File: config.mk
export PLATFORM = sky130hd
export DESIGN_NAME = nfc_ram_arb
export DESIGN_NICKNAME = d
export VERILOG_FILES = /design/src/rtl/nfc_ram_arb.sv
export SDC_FILE = /design/constraint.sdc
export NUM_CORES = 1
export LEC_CHECK = 0
export BUFFER_PORTS_ARGS = -buffer_cell sky130_fd_sc_hd__buf_2
export CAP_MARGIN = 20
export CORE_MARGIN = 3
export CORE_UTILIZATION = 39
export DETAILED_ROUTE_END_ITERATION = 8
export MAX_ROUTING_LAYER = met4
export PLACE_DENSITY = 0.89
export SLEW_MARGIN = 25
export SYNTH_ARGS = -nofsm -noshare
export SYNTH_HDL_FRONTEND = slang
export SYNTH_SLANG_ARGS = --single-unit
File: constraint.sdc
create_clock -name clk -period 2.3 [get_ports clk]
set_clock_uncertainty 0.1 [all_clocks]
set_input_delay 0.115 -clock clk [delete_from_list [all_inputs] [get_ports clk]]
set_output_delay 0.115 -clock clk [all_outputs]
set_load 0.005 [all_outputs]
File: src/rtl/nfc_ram_arb.sv
// Page-buffer RAM arbiter: MIF, ECC read-modify-write correction and host share one single-port RAM.
// Grants are combinational, the host read completes one cycle after grant, and losers retry by holding their request.
module nfc_ram_arb #(
    parameter int HST_MAX_WAIT = 4
) (
    input  logic        clk,
    input  logic        rst_n,
    input  logic        mif_req,
    input  logic [12:0] mif_addr,
    input  logic [1:0]  mif_wen,
    input  logic [15:0] mif_din,
    output logic        mif_gnt,
    output logic [15:0] mif_dout,
    input  logic        ecc_fix_req,
    input  logic [12:0] ecc_fix_addr,
    input  logic [15:0] ecc_fix_mask,
    output logic        ecc_fix_done,
    input  logic        hst_req,
    input  logic        hst_wr,
    input  logic [12:0] hst_addr,
    input  logic [1:0]  hst_be,
    input  logic [15:0] hst_wdat,
    output logic        hst_rdy,
    output logic [15:0] hst_rdat,
    output logic [12:0] ram_addr,
    output logic        ram_cen,
    output logic [1:0]  ram_wen,
    output logic [15:0] ram_din,
    input  logic [15:0] ram_dout
);

    typedef enum logic [2:0] {FIX_IDLE, FIX_RD, FIX_WAIT, FIX_WR, FIX_DONE} fix_state_t;

    localparam logic [3:0] MAX_WAIT = 4'(HST_MAX_WAIT);

    fix_state_t  state, state_nxt;
    logic [3:0]  wait_cnt, wait_nxt;
    logic [15:0] fix_buf;
    logic        rd_pend;

    logic ecc_lock, hst_ok, hst_ovr, mif_g, ecc_rd_g, ecc_wr_g, hst_gnt;

    // The host may not be re-granted while its previous read is returning data.
    assign ecc_lock = (state == FIX_WAIT) || (state == FIX_WR);
    assign hst_ok   = hst_req && !rd_pend;
    assign hst_ovr  = hst_ok && (wait_cnt == MAX_WAIT) && !ecc_lock;
    assign mif_g    = rst_n && mif_req && !hst_ovr && !ecc_lock;
    assign ecc_rd_g = rst_n && (state == FIX_RD) && !hst_ovr && !mif_req;
    assign ecc_wr_g = rst_n && (state == FIX_WR);
    assign hst_gnt  = rst_n && hst_ok && !ecc_lock &&
                      (hst_ovr || (!mif_req && (state != FIX_RD)));

    assign mif_gnt      = mif_g;
    assign mif_dout     = ram_dout;
    assign ecc_fix_done = (state == FIX_DONE);
    assign hst_rdy      = (hst_gnt && hst_wr) || rd_pend;
    assign hst_rdat     = rd_pend ? ram_dout : 16'h0000;

    always_ff @(posedge clk or negedge rst_n) begin
        if (!rst_n) begin
            state    <= FIX_IDLE;
            wait_cnt <= 4'd0;
            fix_buf  <= 16'h0000;
            rd_pend  <= 1'b0;
        end else begin
            state    <= state_nxt;
            wait_cnt <= wait_nxt;
            rd_pend  <= hst_gnt && !hst_wr;
            if (state == FIX_WAIT) begin
                fix_buf <= ram_dout;
            end
        end
    end

    always_comb begin
        state_nxt = state;
        case (state)
            FIX_IDLE: if (ecc_fix_req) state_nxt = FIX_RD;
            FIX_RD:   if (ecc_rd_g) state_nxt = FIX_WAIT;
            FIX_WAIT: state_nxt = FIX_WR;
            FIX_WR:   state_nxt = FIX_DONE;
            FIX_DONE: state_nxt = FIX_IDLE;
            default:  state_nxt = FIX_IDLE;
        endcase
    end

    // The returning-read cycle is not counted as waiting: the request is completing.
    always_comb begin
        wait_nxt = 4'd0;
        if (hst_ok && !hst_gnt) begin
            wait_nxt = (wait_cnt == MAX_WAIT) ? wait_cnt : wait_cnt + 4'd1;
        end
    end

    always_comb begin
        ram_cen  = 1'b1;
        ram_wen  = 2'b11;
        ram_addr = 13'd0;
        ram_din  = 16'h0000;
        if (mif_g) begin
            ram_cen  = 1'b0;
            ram_wen  = mif_wen;
            ram_addr = mif_addr;
            ram_din  = mif_din;
        end else if (ecc_rd_g) begin
            ram_cen  = 1'b0;
            ram_addr = ecc_fix_addr;
        end else if (ecc_wr_g) begin
            ram_cen  = 1'b0;
            ram_wen  = 2'b00;
            ram_addr = ecc_fix_addr;
            ram_din  = fix_buf ^ ecc_fix_mask;
        end else if (hst_gnt) begin
            ram_cen  = 1'b0;
            ram_wen  = hst_wr ? ~hst_be : 2'b11;
            ram_addr = hst_addr;
            ram_din  = hst_wdat;
        end
    end

endmodule

==> results.sh <==
export IMPL_grt_max_degree=31
export IMPL_path_class="register to output pin"
export IMPL_hold_violations=0
export IMPL_synth_area_per_cell_um2=8.784
export IMPL_numCtsBuffers=3
export IMPL_syn_inst=242
export IMPL_p_switching_w=0.001042
export IMPL_start_kind="register"
export IMPL_status="finished, final reports clean"
export IMPL_clkSlewWorstSetupHoldPaths_ns=0.09
export IMPL_synth_most_common_cell="nor2_1"
export IMPL_ys_warn_count=0
export IMPL_drc=0
export IMPL_antenna_found_initial=0
export IMPL_seqCellArea_um2=600.6
export IMPL_syn_nets=357
export IMPL_viasPerCell=5.159
export IMPL_p_leak_nw=1.663
export IMPL_synth_area_leader_cell="dfrtp_1"
export IMPL_core_mm2=0.005205
export IMPL_post_route_min_period_ns=2.235
export IMPL_placed_cell_area_mm2=0.002935
export IMPL_min_path_type="primary input to register"
export IMPL_p_int_w=0.001706
export IMPL_clk_path_buf_depth=2
export IMPL_vias=2497
export IMPL_grt_pass1_wl_um=10160
export IMPL_fp_dieH_um=79.83
export IMPL_finalCritPeriodShare=0.9719
export IMPL_clock_latency_ns=0.26
export IMPL_worstPathMaxFanout=7
export IMPL_clock_power_share=0.133
export IMPL_worstPathArrival_ns=2.02
export IMPL_power_total_w=0.002749
export IMPL_critPathRequiredTime_ns=2.09
export IMPL_r2r_cells=7
export IMPL_synth_commonest_cells="nor2_1 (32), dfrtp_1 (24), a21oi_1 (20), xnor2_1 (18), and2_1 (17)"
export IMPL_worst_hold_path_num_cells=2
export IMPL_async_flop_share=1.000
export IMPL_cts_sinks=24
export IMPL_drt_wl_total_um=7292
export IMPL_finalSetupTns_ns=0
export IMPL_htree_levels=1
export IMPL_fillers=446
export IMPL_final_cell_area_mm2=0.003169
export IMPL_dpl_hpwl_um=5494
export IMPL_dr_pass1_iters=4
export IMPL_io_buffers=179
export IMPL_slew_violations=0
export IMPL_synth_seq_area_share=0.2825
export IMPL_max_cap_viol_count=0
export IMPL_synth_edf_count=0
export IMPL_cts_root_buffer="clkbuf_8"
export IMPL_synth_cell_type_count=38
export IMPL_first_global_vias=2291
export IMPL_final_util=0.6089
export IMPL_cts_tree="done"
export IMPL_pwr_share_seq=0.288
export IMPL_netSwitchingFraction=0.3792
export IMPL_rows=26
export IMPL_drtAntennaViolNets=0
export IMPL_syn_to_final_growth_pct=49.09
export IMPL_ir_worst_vdd_uv=399.8
export IMPL_dp_cells=466
export IMPL_setup_viol_count_final=0
export IMPL_fin_cells=484
export IMPL_detail_route_wl_per_cell_um=15.07
export IMPL_pin_count=180
export IMPL_first_iter_violations=98
export IMPL_synth_area_top_cells="dfrtp_1 (28%), mux2_2 (8.5%), a221o_1 (7.5%)"
export IMPL_track_usage=0.2047
export IMPL_start_util=0.4084
export IMPL_max_clock_freq_mhz=447.4
export IMPL_fin_nets=530
export IMPL_power_density_mw_per_mm2=867.3
export IMPL_power_frac_comb=0.578
export IMPL_dieArea_mm2=0.006373
export IMPL_die_w_um=79.83
export IMPL_yosys_area_top_type_share=0.2825
export IMPL_worstMarginPinSlew_ns=0.3122
export IMPL_multi_input_area_mm2=0.001277
export IMPL_netlist_area_mm2=0.002126
export IMPL_diodes=0
export IMPL_layout_drive_gt1_share=0.5531
export IMPL_synth_top_flop_cell="dfrtp_1"
export IMPL_gr_total_overflow=0
export IMPL_synth_seq_cells=24
export IMPL_slew_headroom=0.7919
export IMPL_routabilityCongestion=0.8003
export IMPL_critPathCaptureType="output pin"
## through the flow
step | hold slack, ns | setup slack [ns]
floorplan | -0.2806 | 0.4724
global placement | -0.08126 | 0.2881
detailed placement | -0.07510 | 0.2235
CTS | 0.0001258 | 0.01134
global route | 0.008179 | -0.009809
finish | 0.007833 | 0.06471
## final cells by class
| class | count | area share |
|---|---|---|
| well taps | 70 | 0.02764 |
| multi-input cells | 179 | 0.4031 |
| inverters | 5 | 0.009870 |
| repair buffers | 200 | 0.3419 |
| repair inverters | 2 | 0.005527 |
| flip-flops and latches | 24 | 0.1895 |
| clock buffers | 3 | 0.01303 |
| clock inverters | 1 | 0.009475 |
## cells in the final DEF (no fill, tap or decap), types with 2 or more instances in the layout
master           n
buf_2          179
nor2_1          32
dfrtp_1         24
a21oi_1         20
xnor2_1         18
and2_1          17
nand2_1         16
a221o_1         16
mux2_2          16
buf_4           15
a41oi_1         12
o21ai_0          5
dlygate4sd3_1    4
clkbuf_8         3
inv_2            2
inv_1            2
nor3b_1          2
nor2b_1          2
nand4_1          2
a31oi_1          2
a21o_1           2
inv_6            2
## worst paths after layout
check / start / end / slack (ns)
hold / removal: ram_dout[6] / fix_buf[6] / 0.008
hold reg to reg: fix_buf[14] / fix_buf[14] / 0.43
min in group asynchronous: rst_n / state[0] / 0.16
max in group asynchronous: rst_n / fix_buf[15] / 1.40
setup reg to reg: wait_cnt[1] / rd_pend / 0.61
setup / recovery: wait_cnt[1] / ram_din[14] / 0.06
## worst max-delay path: stages, from the launching register on
cell and delay (ns):
dfrtp_1 0.42, inv_2 0.09, ha_4 0.15, nand3b_4 0.10, o2111ai_4 0.27, buf_4 0.19
inv_6 0.06, a221o_1 0.34, buf_2 0.13
## power by group through the flow
stage	Combinational [W]	Clock (W)	Sequential, W
after floorplan	0.00106	0	0.000740
after global placement	0.00140	0	0.000786
after detailed placement	0.00145	0	0.000801
after CTS	0.00146	0.000380	0.000793
after global routing	0.00175	0.000384	0.000824
final	0.00159	0.000366	0.000793
## metal layers
layer,vias to the layer above,global-route usage,wire length (um)
met4,0,0.06081,152
met3,12,0.03160,753
met5,-,-,0
li1,1196,-,-
met2,134,0.3915,3691
met1,1155,0.2150,2694
## flip-flops by register name, indices dropped and copies added (netlist names)
signal    count
fix_buf      16
rd_pend       1
state         3
wait_cnt      4
## timing repair
action                                  4_1_cts  5_1_grt
gates resized for setup                       1       10
hold buffers                                  4        0
hold endpoints to repair                     27        0
setup buffers                                 0        8
endpoints found under the setup margin       21       31
pin swaps                                     0        3
cloned                                        0        2
## kinds of logic (layout without fill, tap and decap cells)
kind of cell,after synthesis,in the layout,synth area share
multiplexers,16,16,0.08475
adder cells (fa/ha/maj),2,2,0.01177
buffers and inverters,39,211,0.1224
flip-flops,24,24,0.2825
AND/OR/NAND/NOR,82,82,0.2001
XOR/XNOR,18,18,0.07416
AO/OA/AOI/OAI,61,61,0.2242
(Power assumes the default switching activity.)
